**config.mk**
```make
export PLATFORM = sky130hd
export DESIGN_NAME = uart_frame_rx
export DESIGN_NICKNAME = d
export VERILOG_FILES = /design/src/rtl/uart_frame_rx.sv
export SDC_FILE = /design/constraint.sdc
export NUM_CORES = 1
export LEC_CHECK = 0
export ABC_CLOCK_PERIOD_IN_PS = 3450
export CORE_UTILIZATION = 50
export DETAILED_ROUTE_END_ITERATION = 6
export HOLD_SLACK_MARGIN = 0.1
export PLACE_DENSITY = 0.78
export SLEW_MARGIN = 10
export SYNTH_ARGS = -nofsm -noshare
export SYNTH_HDL_FRONTEND = slang
export SYNTH_SLANG_ARGS = --single-unit
export TNS_END_PERCENT = 20
```
**constraint.sdc**
```tcl
create_clock -name CLK -period 3.45 [get_ports CLK]
set_input_delay 0.5175 -clock CLK [delete_from_list [all_inputs] [get_ports CLK]]
set_output_delay 0.5175 -clock CLK [all_outputs]
set_load 0.01 [all_outputs]
```
**src/rtl/uart_frame_rx.sv**
```systemverilog
// UART 8N1 receiver that assembles HEADER + PAYLOAD_BYTES into one frame word with valid/ready handoff.
// Optional FRAME_CHECKSUM_EN: a trailing byte (HEADER ^ payload bytes) must match or the frame is dropped.
module uart_frame_rx #(
  parameter int          CLKS_PER_BIT   = 10416,
  parameter logic [7:0]  HEADER         = 8'h01,
  parameter int          PAYLOAD_BYTES  = 32,
  parameter int          TIMEOUT_CYCLES = 208320
) (
  input  logic                       CLK,
  input  logic                       NRST,
  input  logic                       RX_UART,
  output logic [8*PAYLOAD_BYTES-1:0] frame_data,
  output logic                       frame_valid,
  input  logic                       frame_ready,
  output logic                       BSY,
  output logic                       err_framing,
  output logic                       err_timeout,
`ifdef FRAME_CHECKSUM_EN
  output logic                       err_checksum,
`endif
  output logic                       err_overrun
);

  localparam int CW = (CLKS_PER_BIT > 1) ? $clog2(CLKS_PER_BIT) : 1;
  localparam int IW = (PAYLOAD_BYTES > 1) ? $clog2(PAYLOAD_BYTES) : 1;
  localparam int TW = (TIMEOUT_CYCLES > 1) ? $clog2(TIMEOUT_CYCLES + 1) : 1;
  localparam int DW = 8 * PAYLOAD_BYTES;
  localparam logic [CW-1:0] HALF     = CW'(CLKS_PER_BIT / 2 - 1);
  localparam logic [CW-1:0] FULL     = CW'(CLKS_PER_BIT - 1);
  localparam logic [IW-1:0] LAST_IDX = IW'(PAYLOAD_BYTES - 1);

  logic rx_meta, rxs;

  always_ff @(posedge CLK or negedge NRST) begin
    if (!NRST) begin
      rx_meta <= 1'b1;
      rxs     <= 1'b1;
    end else begin
      rx_meta <= RX_UART;
      rxs     <= rx_meta;
    end
  end

  typedef enum logic [2:0] {R_IDLE, R_START, R_DATA, R_STOP, R_WAIT} rx_state_t;

  rx_state_t     rx_state, rx_state_nxt;
  logic [CW-1:0] cnt, cnt_nxt;
  logic [2:0]    bit_idx, bit_idx_nxt;
  logic [7:0]    shreg, shreg_nxt;
  logic          byte_done, byte_done_nxt;
  logic          framing_nxt;

  always_ff @(posedge CLK or negedge NRST) begin
    if (!NRST) begin
      rx_state    <= R_IDLE;
      cnt         <= '0;
      bit_idx     <= '0;
      shreg       <= '0;
      byte_done   <= 1'b0;
      err_framing <= 1'b0;
    end else begin
      rx_state    <= rx_state_nxt;
      cnt         <= cnt_nxt;
      bit_idx     <= bit_idx_nxt;
      shreg       <= shreg_nxt;
      byte_done   <= byte_done_nxt;
      err_framing <= framing_nxt;
    end
  end

  always_comb begin
    rx_state_nxt  = rx_state;
    cnt_nxt       = cnt + 1'b1;
    bit_idx_nxt   = bit_idx;
    shreg_nxt     = shreg;
    byte_done_nxt = 1'b0;
    framing_nxt   = 1'b0;
    case (rx_state)
      R_IDLE: begin
        cnt_nxt     = '0;
        bit_idx_nxt = '0;
        if (!rxs) rx_state_nxt = R_START;
      end
      R_START: begin
        // Re-check mid start bit so short low glitches are rejected.
        if (cnt == HALF) begin
          cnt_nxt      = '0;
          rx_state_nxt = rxs ? R_IDLE : R_DATA;
        end
      end
      R_DATA: begin
        if (cnt == FULL) begin
          cnt_nxt     = '0;
          shreg_nxt   = {rxs, shreg[7:1]};
          bit_idx_nxt = bit_idx + 3'd1;
          if (bit_idx == 3'd7) rx_state_nxt = R_STOP;
        end
      end
      R_STOP: begin
        if (cnt == FULL) begin
          cnt_nxt = '0;
          if (rxs) begin
            byte_done_nxt = 1'b1;
            rx_state_nxt  = R_IDLE;
          end else begin
            framing_nxt  = 1'b1;
            rx_state_nxt = R_WAIT;
          end
        end
      end
      R_WAIT: begin
        cnt_nxt = '0;
        if (rxs) rx_state_nxt = R_IDLE;
      end
      default: rx_state_nxt = R_IDLE;
    endcase
  end

`ifdef FRAME_CHECKSUM_EN
  typedef enum logic [1:0] {F_HDR, F_PAY, F_CHK, F_HOLD} fr_state_t;
  logic [7:0] csum, csum_nxt;
  logic       err_checksum_nxt;
`else
  typedef enum logic [1:0] {F_HDR, F_PAY, F_HOLD} fr_state_t;
`endif

  fr_state_t     fr_state, fr_state_nxt;
  logic [IW-1:0] idx, idx_nxt;
  logic [TW-1:0] timer, timer_nxt;
  logic [DW-1:0] data_nxt;
  logic          valid_nxt, bsy_nxt, timeout_nxt, overrun_nxt;
  logic          timeout_hit;

  assign timeout_hit = (TIMEOUT_CYCLES != 0) &&
                       ((32'(timer) + 32'd1) >= 32'(TIMEOUT_CYCLES));

  always_ff @(posedge CLK or negedge NRST) begin
    if (!NRST) begin
      fr_state     <= F_HDR;
      idx          <= '0;
      timer        <= '0;
      frame_data   <= '0;
      frame_valid  <= 1'b0;
      BSY          <= 1'b0;
      err_timeout  <= 1'b0;
      err_overrun  <= 1'b0;
`ifdef FRAME_CHECKSUM_EN
      csum         <= '0;
      err_checksum <= 1'b0;
`endif
    end else begin
      fr_state     <= fr_state_nxt;
      idx          <= idx_nxt;
      timer        <= timer_nxt;
      frame_data   <= data_nxt;
      frame_valid  <= valid_nxt;
      BSY          <= bsy_nxt;
      err_timeout  <= timeout_nxt;
      err_overrun  <= overrun_nxt;
`ifdef FRAME_CHECKSUM_EN
      csum         <= csum_nxt;
      err_checksum <= err_checksum_nxt;
`endif
    end
  end

  always_comb begin
    fr_state_nxt     = fr_state;
    idx_nxt          = idx;
    timer_nxt        = timer;
    data_nxt         = frame_data;
    valid_nxt        = frame_valid;
    bsy_nxt          = BSY;
    timeout_nxt      = 1'b0;
    overrun_nxt      = 1'b0;
`ifdef FRAME_CHECKSUM_EN
    csum_nxt         = csum;
    err_checksum_nxt = 1'b0;
`endif
    case (fr_state)
      F_HDR: begin
        if (byte_done && shreg == HEADER) begin
          fr_state_nxt = F_PAY;
          idx_nxt      = '0;
          timer_nxt    = '0;
          bsy_nxt      = 1'b1;
`ifdef FRAME_CHECKSUM_EN
          csum_nxt     = HEADER;
`endif
        end
      end
      F_PAY: begin
        if (err_framing) begin
          fr_state_nxt = F_HDR;
          idx_nxt      = '0;
          bsy_nxt      = 1'b0;
        end else if (byte_done) begin
          data_nxt  = (frame_data << 8) | DW'(shreg);
          timer_nxt = '0;
          idx_nxt   = idx + 1'b1;
`ifdef FRAME_CHECKSUM_EN
          csum_nxt  = csum ^ shreg;
`endif
          if (idx == LAST_IDX) begin
            idx_nxt = '0;
`ifdef FRAME_CHECKSUM_EN
            fr_state_nxt = F_CHK;
`else
            fr_state_nxt = F_HOLD;
            valid_nxt    = 1'b1;
`endif
          end
        end else if (timeout_hit) begin
          timeout_nxt  = 1'b1;
          fr_state_nxt = F_HDR;
          idx_nxt      = '0;
          bsy_nxt      = 1'b0;
        end else begin
          timer_nxt = timer + 1'b1;
        end
      end
`ifdef FRAME_CHECKSUM_EN
      F_CHK: begin
        if (err_framing) begin
          fr_state_nxt = F_HDR;
          bsy_nxt      = 1'b0;
        end else if (byte_done) begin
          if (shreg == csum) begin
            fr_state_nxt = F_HOLD;
            valid_nxt    = 1'b1;
          end else begin
            err_checksum_nxt = 1'b1;
            fr_state_nxt     = F_HDR;
            bsy_nxt          = 1'b0;
          end
        end else if (timeout_hit) begin
          timeout_nxt  = 1'b1;
          fr_state_nxt = F_HDR;
          bsy_nxt      = 1'b0;
        end else begin
          timer_nxt = timer + 1'b1;
        end
      end
`endif
      F_HOLD: begin
        // Bytes arriving while the frame is parked are lost, headers included.
        if (byte_done) overrun_nxt = 1'b1;
        if (frame_valid && frame_ready) begin
          valid_nxt    = 1'b0;
          bsy_nxt      = 1'b0;
          fr_state_nxt = F_HDR;
        end
      end
      default: fr_state_nxt = F_HDR;
    endcase
  end

endmodule

```
==> key figures <==
Outcome
  • Status: finished, final reports clean

Global routing
  • Initial antenna violation count: 0
  • Largest net degree at the start of global routing: a little over 90
  • Vias in the first global route: approximately 10000
  • Aggregate global routing overflow: 0
  • Total global-route track usage: 24.2%
  • First-pass GRT wire length: ~52 mm

Routing
  • Drt initial violations: 975
  • Drt drc: 0
  • Routed Antenna Nets: 0
  • Drt first pass iters: 5
  • Final wirelength: between 30 and 40 mm
  • Vias: between 10000 and 15000
  • WL/cell: ~16 microns
  • Routed vias/inst: approximately 5.1

Yosys
  • Post-synth ARST share: 100%
  • Syn Inst Count: approximately 1400
  • Largest family of logic cells by synthesized area: simple AND/OR/NAND/NOR gates
  • Ys flop type: dfrtp_1
  • Sequential-to-total area share from yosys stat: roughly 62%
  • Syn Area/Cell: 9.15 sq um
  • Yosys Warn Count: 0
  • Register bit total from synthesis: between 300 and 400
  • Distinct cell type count after synthesis: between 60 and 70
  • Compound-Gate Fraction of Synth Area: roughly 5.0%
  • Synth Area in XOR/XNOR: 0.884%
  • Area share of fa/ha/maj cells after synthesis: 0.875%
  • Cell Area, Synth: ~13000 sq um
  • Post-synth EDFFs: 0
  • Mux cell area share after synthesis: roughly 1.2%
  • Synth Area in Simple Gates: 28.0%
  • Post-synthesis net count: 1420

Clock tree
  • TritonCTS clock tree: done
  • Num Clock Sinks: around 320
  • Post-CTS Setup Bufs: 0
  • Clock Path Buffers: 3
  • Num CTS Buffers: 35
  • Post-CTS resize count: 0
  • Hold-fix buffers at CTS: 1
  • CTS Root Buffer Type: clkbuf_16
  • Register clock-pin slew on the reported worst setup and hold paths: 0.06 ns
  • Worst skew pair latency: roughly 0.5 ns
  • Htree depth: 2

Placement
  • PortBufs: between 200 and 300
  • Placed cell count: 1949
  • Dpl ws: about 0.59 ns
  • Dpl hpwl: between 20 and 25 mm
  • RD Place Congestion: 0.839

STA
  • Final hold slack: approximately 0.36 ns
  • Fmax: 0.342 GHz
  • Final Hold Viols: 0
  • Setup_tns: 0 ns
  • Max_slew headroom: a little over half
  • Clock Skews: 0.0126 ns
  • Unrepaired setup endpoints after global routing: no
  • Slew @ Worst Pin: roughly 0.70 ns
  • Minimum clock period: roughly 2.9 ns
  • Fin. max-slew vios: 0
  • Final WS setup: about 0.53 ns
  • Final worst path period share: between 80% and 90%
  • Final setup violation count: 0

Worst setup path
  • Startpoint types: flip-flop
  • CP endpoint kind: flip-flop
  • Crit path required time: between 3 and 4 ns
  • CP Class: reg -> reg
  • Worst path slowest cell: dfrtp_1
  • CP peak stage delay: around 0.4 ns
  • Worst Path Max Fanout: 8
  • CP cell instances: ha_1 > nand3_1 > or2_2 > mux2_2 > o41ai_1 > a21boi_2 > o22ai_4 > a21o_1 > a22o_1
  • CP Data Arrival Time: 3.30 ns

Floorplanning
  • Top Ports: around 270
  • Core area: around 25000 sq um
  • Die Ht: approximately 160 microns
  • Die Area: ~26000 sq um
  • Die X-Extent: 162 microns
  • Rows: between 50 and 60
  • Initial Util: 51.0%

Power
  • LEAKAGE: between 8 and 9 nW
  • VDD IR max: between 0.2 and 0.3 mV
  • PD cells: 432 nW/um^2

Final layout
  • Fin cells: about 2000
  • Most frequent cells in the layout: nand2_1, dfrtp_1, clkdlybuf4s50_1, clkbuf_16, nor2_1
  • Nets: 1670
  • ANT cells: 0
  • Commonest non-fill, non-tap cell in the layout: nand2_1
  • Area added between synthesis and finish: 31.9%
  • Layout cells sized above 1: 6.13%

Flow run
  • MaxCap Viol Count: 0

Hold path
  • Min-delay worst type: reg -> reg
-- cell usage after synthesis, types with 7 or more instances --
cell / number / area share (%)
a21oi_1: 11 / 0.43
a22o_1: 7 / 0.48
clkbuf_1: 62 / 1.8
dfrtp_1: 315 / 61
ha_1: 9 / 0.87
inv_1: 12 / 0.35
mux2_2: 10 / 0.87
nand2_1: 792 / 23
nand3_1: 15 / 0.58
nor2_1: 31 / 0.90
nor3_1: 7 / 0.27
o211ai_1: 8 / 0.47
o211ai_2: 7 / 0.68
o31ai_1: 15 / 0.87
xor2_1: 9 / 0.61
-- where the power goes --
group	internal, W	switching [W]
registers	0.00372	0.000000976
clock network	0.00213	0.00140
logic	0.0000135	0.0000728
-- metrics by stage --
step / util, % / instance area (sq um) / total power [W]
floorplan: - / 12900 / 0.00379
global placement: 62.9 / 15900 / 0.00388
detailed placement: 62.9 / 15900 / 0.00388
CTS: 67.2 / 17000 / 0.00744
global route: 67.2 / 17000 / 0.00761
finish: 67.2 / 17000 / 0.00734
-- area by class of cell --
class / count / area, sq um
sequential: 317 / 7940
multi-input combinational: 1011 / 4630
clock buffer: 53 / 1030
tap: 330 / 413
fill: 1940 / 8280
clock inverter: 6 / 61.3
inverter: 12 / 45.0
timing repair buffer: 280 / 2860
-- flip-flops by register name (all words and copies together) (netlist names), 2 cells and up --
name,count
frame_data,256
timer,18
cnt,14
shreg,8
idx,5
bit_idx,3
rx_state,3
fr_state,2
-- worst max-delay path: cells and delay by family (launching register included) --
family | cells | cell delay (ns)
compound gates | 5 | 1.22
simple gates | 2 | 0.66
flops | 1 | 0.41
mux | 1 | 0.27
fa+ha+maj | 1 | 0.24
-- final timing paths --
| kind | cells after the start | endpoint | slack (ns) | start |
|---|---|---|---|---|
| max | 9 | idx[4] | 0.53 | timer[0] |
| min | 0 | rxs | 0.36 | rx_meta |
| max reg2reg | 9 | idx[4] | 0.53 | timer[0] |
| min reg2reg | 0 | rxs | 0.36 | rx_meta |
| max in group asynchronous | 3 | timer[6] | 1.93 | NRST |
| min in group asynchronous | 2 | frame_data[252] | 0.63 | NRST |
-- layer usage --
metal	track usage (%)	part of all wire (%)
met1	33.1	43
met3	5.37	6.8
met5	0	0
met4	7.42	2.3
met2	38.7	47
-- logic make-up (layout without fill, tap and decap cells) --
group,after synthesis,count (layout)
multiplexers,14,14
AND/OR/NAND/NOR,894,894
AO/OA/AOI/OAI,81,81
buffers and inverters,79,351
XOR/XNOR,13,13
flip-flops,317,317
adder cells (fa/ha/maj),9,9
Power figures use the tool's default switching activity.
